--- src/rtl/uart_pkg.sv ---
// uart_pkg: constants and FSM encoding shared by the UART receiver
// and transmitter (frame levels, payload width, receiver states).
`timescale 1ns/1ps
package uart_pkg;

    // Payload bits per frame; this release supports 8 only.
    localparam int UART_DATA_BITS = 8;

    // Line levels that define an 8N1 frame.
    localparam logic START_LVL = 1'b0;
    localparam logic STOP_LVL  = 1'b1;
    localparam logic IDLE_LVL  = 1'b1;

    // Receiver FSM encoding.
    typedef enum logic [2:0] {
        S_IDLE  = 3'd0,
        S_START = 3'd1,
        S_DATA  = 3'd2,
        S_STOP  = 3'd3,
        S_BREAK = 3'd4
    } uart_state_t;

endpackage

--- src/rtl/uart_sync2.sv ---
// uart_sync2: two-flop synchronizer for an asynchronous level.
// Ports: clk, rst (sync, active-high), i_d (async in), o_q (synced out).
`timescale 1ns/1ps
module uart_sync2 #(
    parameter logic RST_VAL = 1'b1
) (
    input  logic clk,
    input  logic rst,
    input  logic i_d,
    output logic o_q
);

    logic r_meta;
    logic r_q;

    // Reset to the idle level so a reset never looks like a start edge.
    always_ff @(posedge clk) begin
        if (rst) begin
            r_meta <= RST_VAL;
            r_q    <= RST_VAL;
        end else begin
            r_meta <= i_d;
            r_q    <= r_meta;
        end
    end

    assign o_q = r_q;

endmodule

--- src/rtl/uart_rx.sv ---
// uart_rx: 8N1 UART receiver with a one-byte holding register.
// Ports: clk, rst (sync, active-high), rx (async serial, idle high),
//   rxData (last byte), dataReady (unread byte held), readAck (consume),
//   frameError (1-cycle pulse on bad stop bit), overrun (sticky until rst),
//   busy (FSM not idle).
// CLKS_PER_BIT must be even and at least 4.
`timescale 1ns/1ps
module uart_rx
    import uart_pkg::*;
#(
    parameter int CLKS_PER_BIT = 16,
    parameter int DATA_BITS    = UART_DATA_BITS
) (
    input  logic                 clk,
    input  logic                 rst,
    input  logic                 rx,
    output logic [DATA_BITS-1:0] rxData,
    output logic                 dataReady,
    input  logic                 readAck,
    output logic                 frameError,
    output logic                 overrun,
    output logic                 busy
);

    localparam int CW    = $clog2(CLKS_PER_BIT);
    localparam int IW    = $clog2(DATA_BITS);
    localparam int HALF  = CLKS_PER_BIT / 2;

    localparam logic [CW-1:0] CNT_HALF = CW'(HALF - 1);
    localparam logic [CW-1:0] CNT_FULL = CW'(CLKS_PER_BIT - 1);
    localparam logic [IW-1:0] IDX_LAST = IW'(DATA_BITS - 1);

    logic                 w_rxs;

    uart_state_t          r_state;
    uart_state_t          w_state_nx;
    logic [CW-1:0]        r_cnt;
    logic [CW-1:0]        w_cnt_nx;
    logic [IW-1:0]        r_idx;
    logic [IW-1:0]        w_idx_nx;
    logic [DATA_BITS-1:0] r_shift;
    logic [DATA_BITS-1:0] w_shift_nx;
    logic                 w_deliver;
    logic                 w_ferr;

    logic [DATA_BITS-1:0] r_data;
    logic                 r_ready;
    logic                 r_ferr;
    logic                 r_ovr;

    uart_sync2 #(
        .RST_VAL (IDLE_LVL)
    ) u_sync (
        .clk (clk),
        .rst (rst),
        .i_d (rx),
        .o_q (w_rxs)
    );

    // State, counters and shift register.
    always_ff @(posedge clk) begin
        if (rst) begin
            r_state <= S_IDLE;
            r_cnt   <= '0;
            r_idx   <= '0;
            r_shift <= '0;
        end else begin
            r_state <= w_state_nx;
            r_cnt   <= w_cnt_nx;
            r_idx   <= w_idx_nx;
            r_shift <= w_shift_nx;
        end
    end

    // Next-state logic. The counter free-runs inside a bit and is
    // cleared at every decision point, so each state times itself.
    always_comb begin
        w_state_nx = r_state;
        w_cnt_nx   = r_cnt + CW'(1);
        w_idx_nx   = r_idx;
        w_shift_nx = r_shift;
        w_deliver  = 1'b0;
        w_ferr     = 1'b0;

        unique case (r_state)
            S_IDLE: begin
                w_cnt_nx = '0;
                if (w_rxs == START_LVL) begin
                    w_state_nx = S_START;
                end
            end

            // Re-check the line mid start bit to reject glitches.
            S_START: begin
                if (r_cnt == CNT_HALF) begin
                    w_cnt_nx = '0;
                    if (w_rxs == START_LVL) begin
                        w_idx_nx   = '0;
                        w_state_nx = S_DATA;
                    end else begin
                        w_state_nx = S_IDLE;
                    end
                end
            end

            // From here on every sample lands mid-bit.
            S_DATA: begin
                if (r_cnt == CNT_FULL) begin
                    w_cnt_nx          = '0;
                    w_shift_nx[r_idx] = w_rxs;
                    if (r_idx == IDX_LAST) begin
                        w_state_nx = S_STOP;
                    end else begin
                        w_idx_nx = r_idx + IW'(1);
                    end
                end
            end

            S_STOP: begin
                if (r_cnt == CNT_FULL) begin
                    w_cnt_nx = '0;
                    if (w_rxs == STOP_LVL) begin
                        w_deliver  = 1'b1;
                        w_state_nx = S_IDLE;
                    end else begin
                        w_ferr     = 1'b1;
                        w_state_nx = S_BREAK;
                    end
                end
            end

            // A held-low line must not re-trigger a start.
            S_BREAK: begin
                w_cnt_nx = '0;
                if (w_rxs == IDLE_LVL) begin
                    w_state_nx = S_IDLE;
                end
            end

            default: begin
                w_cnt_nx   = '0;
                w_state_nx = S_IDLE;
            end
        endcase
    end

    // Holding register. A delivery always wins over a same-cycle
    // readAck; overrun only flags a byte that was never acknowledged.
    always_ff @(posedge clk) begin
        if (rst) begin
            r_data  <= '0;
            r_ready <= 1'b0;
            r_ferr  <= 1'b0;
            r_ovr   <= 1'b0;
        end else begin
            r_ferr <= w_ferr;
            if (w_deliver) begin
                r_data  <= r_shift;
                r_ready <= 1'b1;
                if (r_ready && !readAck) begin
                    r_ovr <= 1'b1;
                end
            end else if (readAck) begin
                r_ready <= 1'b0;
            end
        end
    end

    assign rxData     = r_data;
    assign dataReady  = r_ready;
    assign frameError = r_ferr;
    assign overrun    = r_ovr;
    assign busy       = (r_state != S_IDLE);

endmodule

--- config.mk ---
export PLATFORM = sky130hd
export DESIGN_NAME = uart_rx
export DESIGN_NICKNAME = d
export VERILOG_FILES = /design/src/rtl/uart_pkg.sv /design/src/rtl/uart_sync2.sv /design/src/rtl/uart_rx.sv
export SDC_FILE = /design/constraint.sdc
export NUM_CORES = 1
export LEC_CHECK = 0
export ABC_AREA = 1
export CAP_MARGIN = 20
export CORE_MARGIN = 4
export CORE_UTILIZATION = 50
export CTS_CLUSTER_SIZE = 20
export DETAILED_ROUTE_END_ITERATION = 10
export HOLD_SLACK_MARGIN = 0.1
export PLACE_DENSITY_LB_ADDON = 0.08
export SLEW_MARGIN = 5
export SYNTH_ARGS = -nofsm -noshare
export SYNTH_HDL_FRONTEND = slang
export SYNTH_SLANG_ARGS = --single-unit
export TNS_END_PERCENT = 10
--- constraint.sdc ---
create_clock -name clk -period 2.3 [get_ports clk]
set_input_delay 0.23 -clock clk [delete_from_list [all_inputs] [get_ports clk]]
set_output_delay 0.23 -clock clk [all_outputs]
set_load 0.03 [all_outputs]
==> results_dict.tcl <==
set metrics [dict create \
    vias 1268 \
    dieArea_mm2 0.00371 \
    grt_max_degree 22 \
    stdcell_area_mm2 0.00162 \
    min_path_type "reg2reg" \
    grt_pass1_wl_um 5040 \
    drv_slew 0 \
    path_class "reg2out" \
    ys_seq_area_frac 0.443 \
    reg2reg_to "r_shift[0]" \
    core_mm2 0.00257 \
    final_cells 242 \
    max_slew_margin 0.593 \
    die_w_um 60.9 \
    ir_drop_mv 0.692 \
    place_inst 235 \
    antenna_left 0 \
    route.detailed.drc 0 \
    cp-endpoint "busy" \
    die_h_um 60.9 \
    first_pass_iters 4 \
    crit_fanout 7 \
    htreeDepth 2 \
    synth_area_mm2 0.00140 \
    period_minus_slack_ps 1950 \
    initial_core_util 0.545 \
    fin_worst_skew_ps 12.1 \
    rsz0062_at_grt "false" \
    area_growth_pct 16.0 \
    wl_per_cell_um 12.2 \
    synth_cell_types 26 \
    gr-total-overflow 0 \
    syn_area_per_cell_um2 7.25 \
    drv_cap 0 \
    fill_cells 251 \
    synth_edf_count 0 \
    drtIter0Drc 58 \
    holdBufCountCts 0 \
    rows 18 \
    grt_pass1_vias 1232 \
    root_buffer "clkbuf_4" \
    vias_per_cell 5.24 \
    antenna_found_initial 0 \
    rrSetupSlack_ps 720 \
    r2r-start "r_cnt[0]" \
    diodes 0 \
    most-common-layout-cells "nor2_1 (40), nand2_1 (40), dfxtp_1 (31), inv_1 (17), clkdlybuf4s50_1 (15)" \
    yosys_warnings 0 \
    finalCritPeriodShare 0.846 \
    status "finished clean" \
    hpwl_um 2200 \
    gp_congestion 0.852 \
    worst_slack_ps 355 \
    power_density_mw_per_mm2 899 \
    cp_data_arrival_time_ps 1720 \
    routed_wl_um 2960 \
    ff2ff_path_depth 8 \
    crit_start "r_state[1]" \
    cts_sinks 31 \
    nets 219 \
    setup-tns-final_ps 0 \
    worstSetupStartpointType "register" \
    finalHoldViolations 0 \
    clkTransAtPathRegs_ps 100 \
    utilization 0.633 \
    cts_buffers 5 \
    ys.flop_type "dfxtp_1" \
    syn_nets 200 \
    io_pins 16 \
    grt_use_total 0.185 \
    end_kind "output pin" \
    syn_inst 193 \
    worst_pin_slew_ps 610 \
    cp.required_ps 2070 \
    dpl-instance-area_mm2 0.00157 \
    ctsResizeCount 0 \
    pre_cts_ws_ps 653 \
    cts_max_path_buffers 2 \
    io_buffers 15 \
    clk-insertion-delay-late_ps 330 \
    p_leak_nw 0.689 \
    fmaxAchievable_mhz 514 \
    power_mw 1.46 \
    synthArstFlopShare 0 \
    ys_ff_latch 31 \
    cts_tree "yes" \
    drive_above_1_share 0.113 \
    postCtsSetupRepairBufs 0 \
    setup_violations 0 \
    whs_ps 420 \
]
## registers in the layout (all words and copies together), names as in the netlist
| name | flops |
|---|---|
| r_idx | 3 |
| r_state | 3 |
| dataReady | 1 |
| u_sync.o_q | 1 |
| r_shift | 8 |
| overrun | 1 |
| rxData | 8 |
| u_sync.r_meta | 1 |
| frameError | 1 |
| r_cnt | 4 |
## layer usage
| metal | global-route usage | part of all wire | routed length, µm |
|---|---|---|---|
| met1 | 0.200 | 0.41 | 1210 |
| met2 | 0.319 | 0.50 | 1490 |
| met3 | 0.0532 | 0.067 | 197 |
| met4 | 0.108 | 0.020 | 59 |
| met5 | 0 | 0 | 0 |
## cell usage after synthesis, drive strengths merged (2+ instances only)
master  count  area (µm²)
o21ai      14        77.6
or2         3        18.8
nand2      40         150
nor3        7        35.0
a21oi       9        52.6
inv        19        71.3
nand4       2        12.5
buf         3        20.0
nor2       45         191
dfxtp      31         621
nand3      12        77.6
ha          3        37.5
## where the power goes
group          internal, mW  leakage, nW  total (mW)  switching (mW)
logic                 0.172        0.404       0.503           0.331
clock network         0.141       0.0341       0.317           0.175
registers             0.574        0.251       0.641          0.0671
## layout make-up
cell class / count / area, µm² / area share
multi-input combinational: 139 / 683 / 0.421
sequential: 31 / 621 / 0.382
timing repair buffer: 15 / 150 / 0.0924
inverter: 20 / 76.3 / 0.0470
clock buffer: 6 / 51.3 / 0.0316
tap: 30 / 37.5 / 0.0231
clock inverter: 1 / 5.00 / 0.00308
## critical path, cell delays in order (launching register included)
cell and delay (ps):
dfxtp_1 490, nor2_1 140, nand2_1 90, clkdlybuf4s50_1 660
## logic make-up after synthesis
group,Yosys count,synth area share
fa+ha+maj,3,0.0268
simple gates,111,0.357
buf+inv,23,0.0688
flops,31,0.443
xor+xnor,1,0.00626
compound gates,24,0.0983
## how the worst min path moves through the flow
stage,cells past startpoint,slack [ps],startpoint,end
after global placement,1,400,u_sync.r_meta,u_sync.o_q
after global routing,1,450,u_sync.r_meta,u_sync.o_q
after CTS,1,420,u_sync.r_meta,u_sync.o_q
after detailed placement,1,400,u_sync.r_meta,u_sync.o_q
final,1,420,u_sync.r_meta,u_sync.o_q
after floorplan,1,300,rst,dataReady
Power figures use the tool's default switching activity.
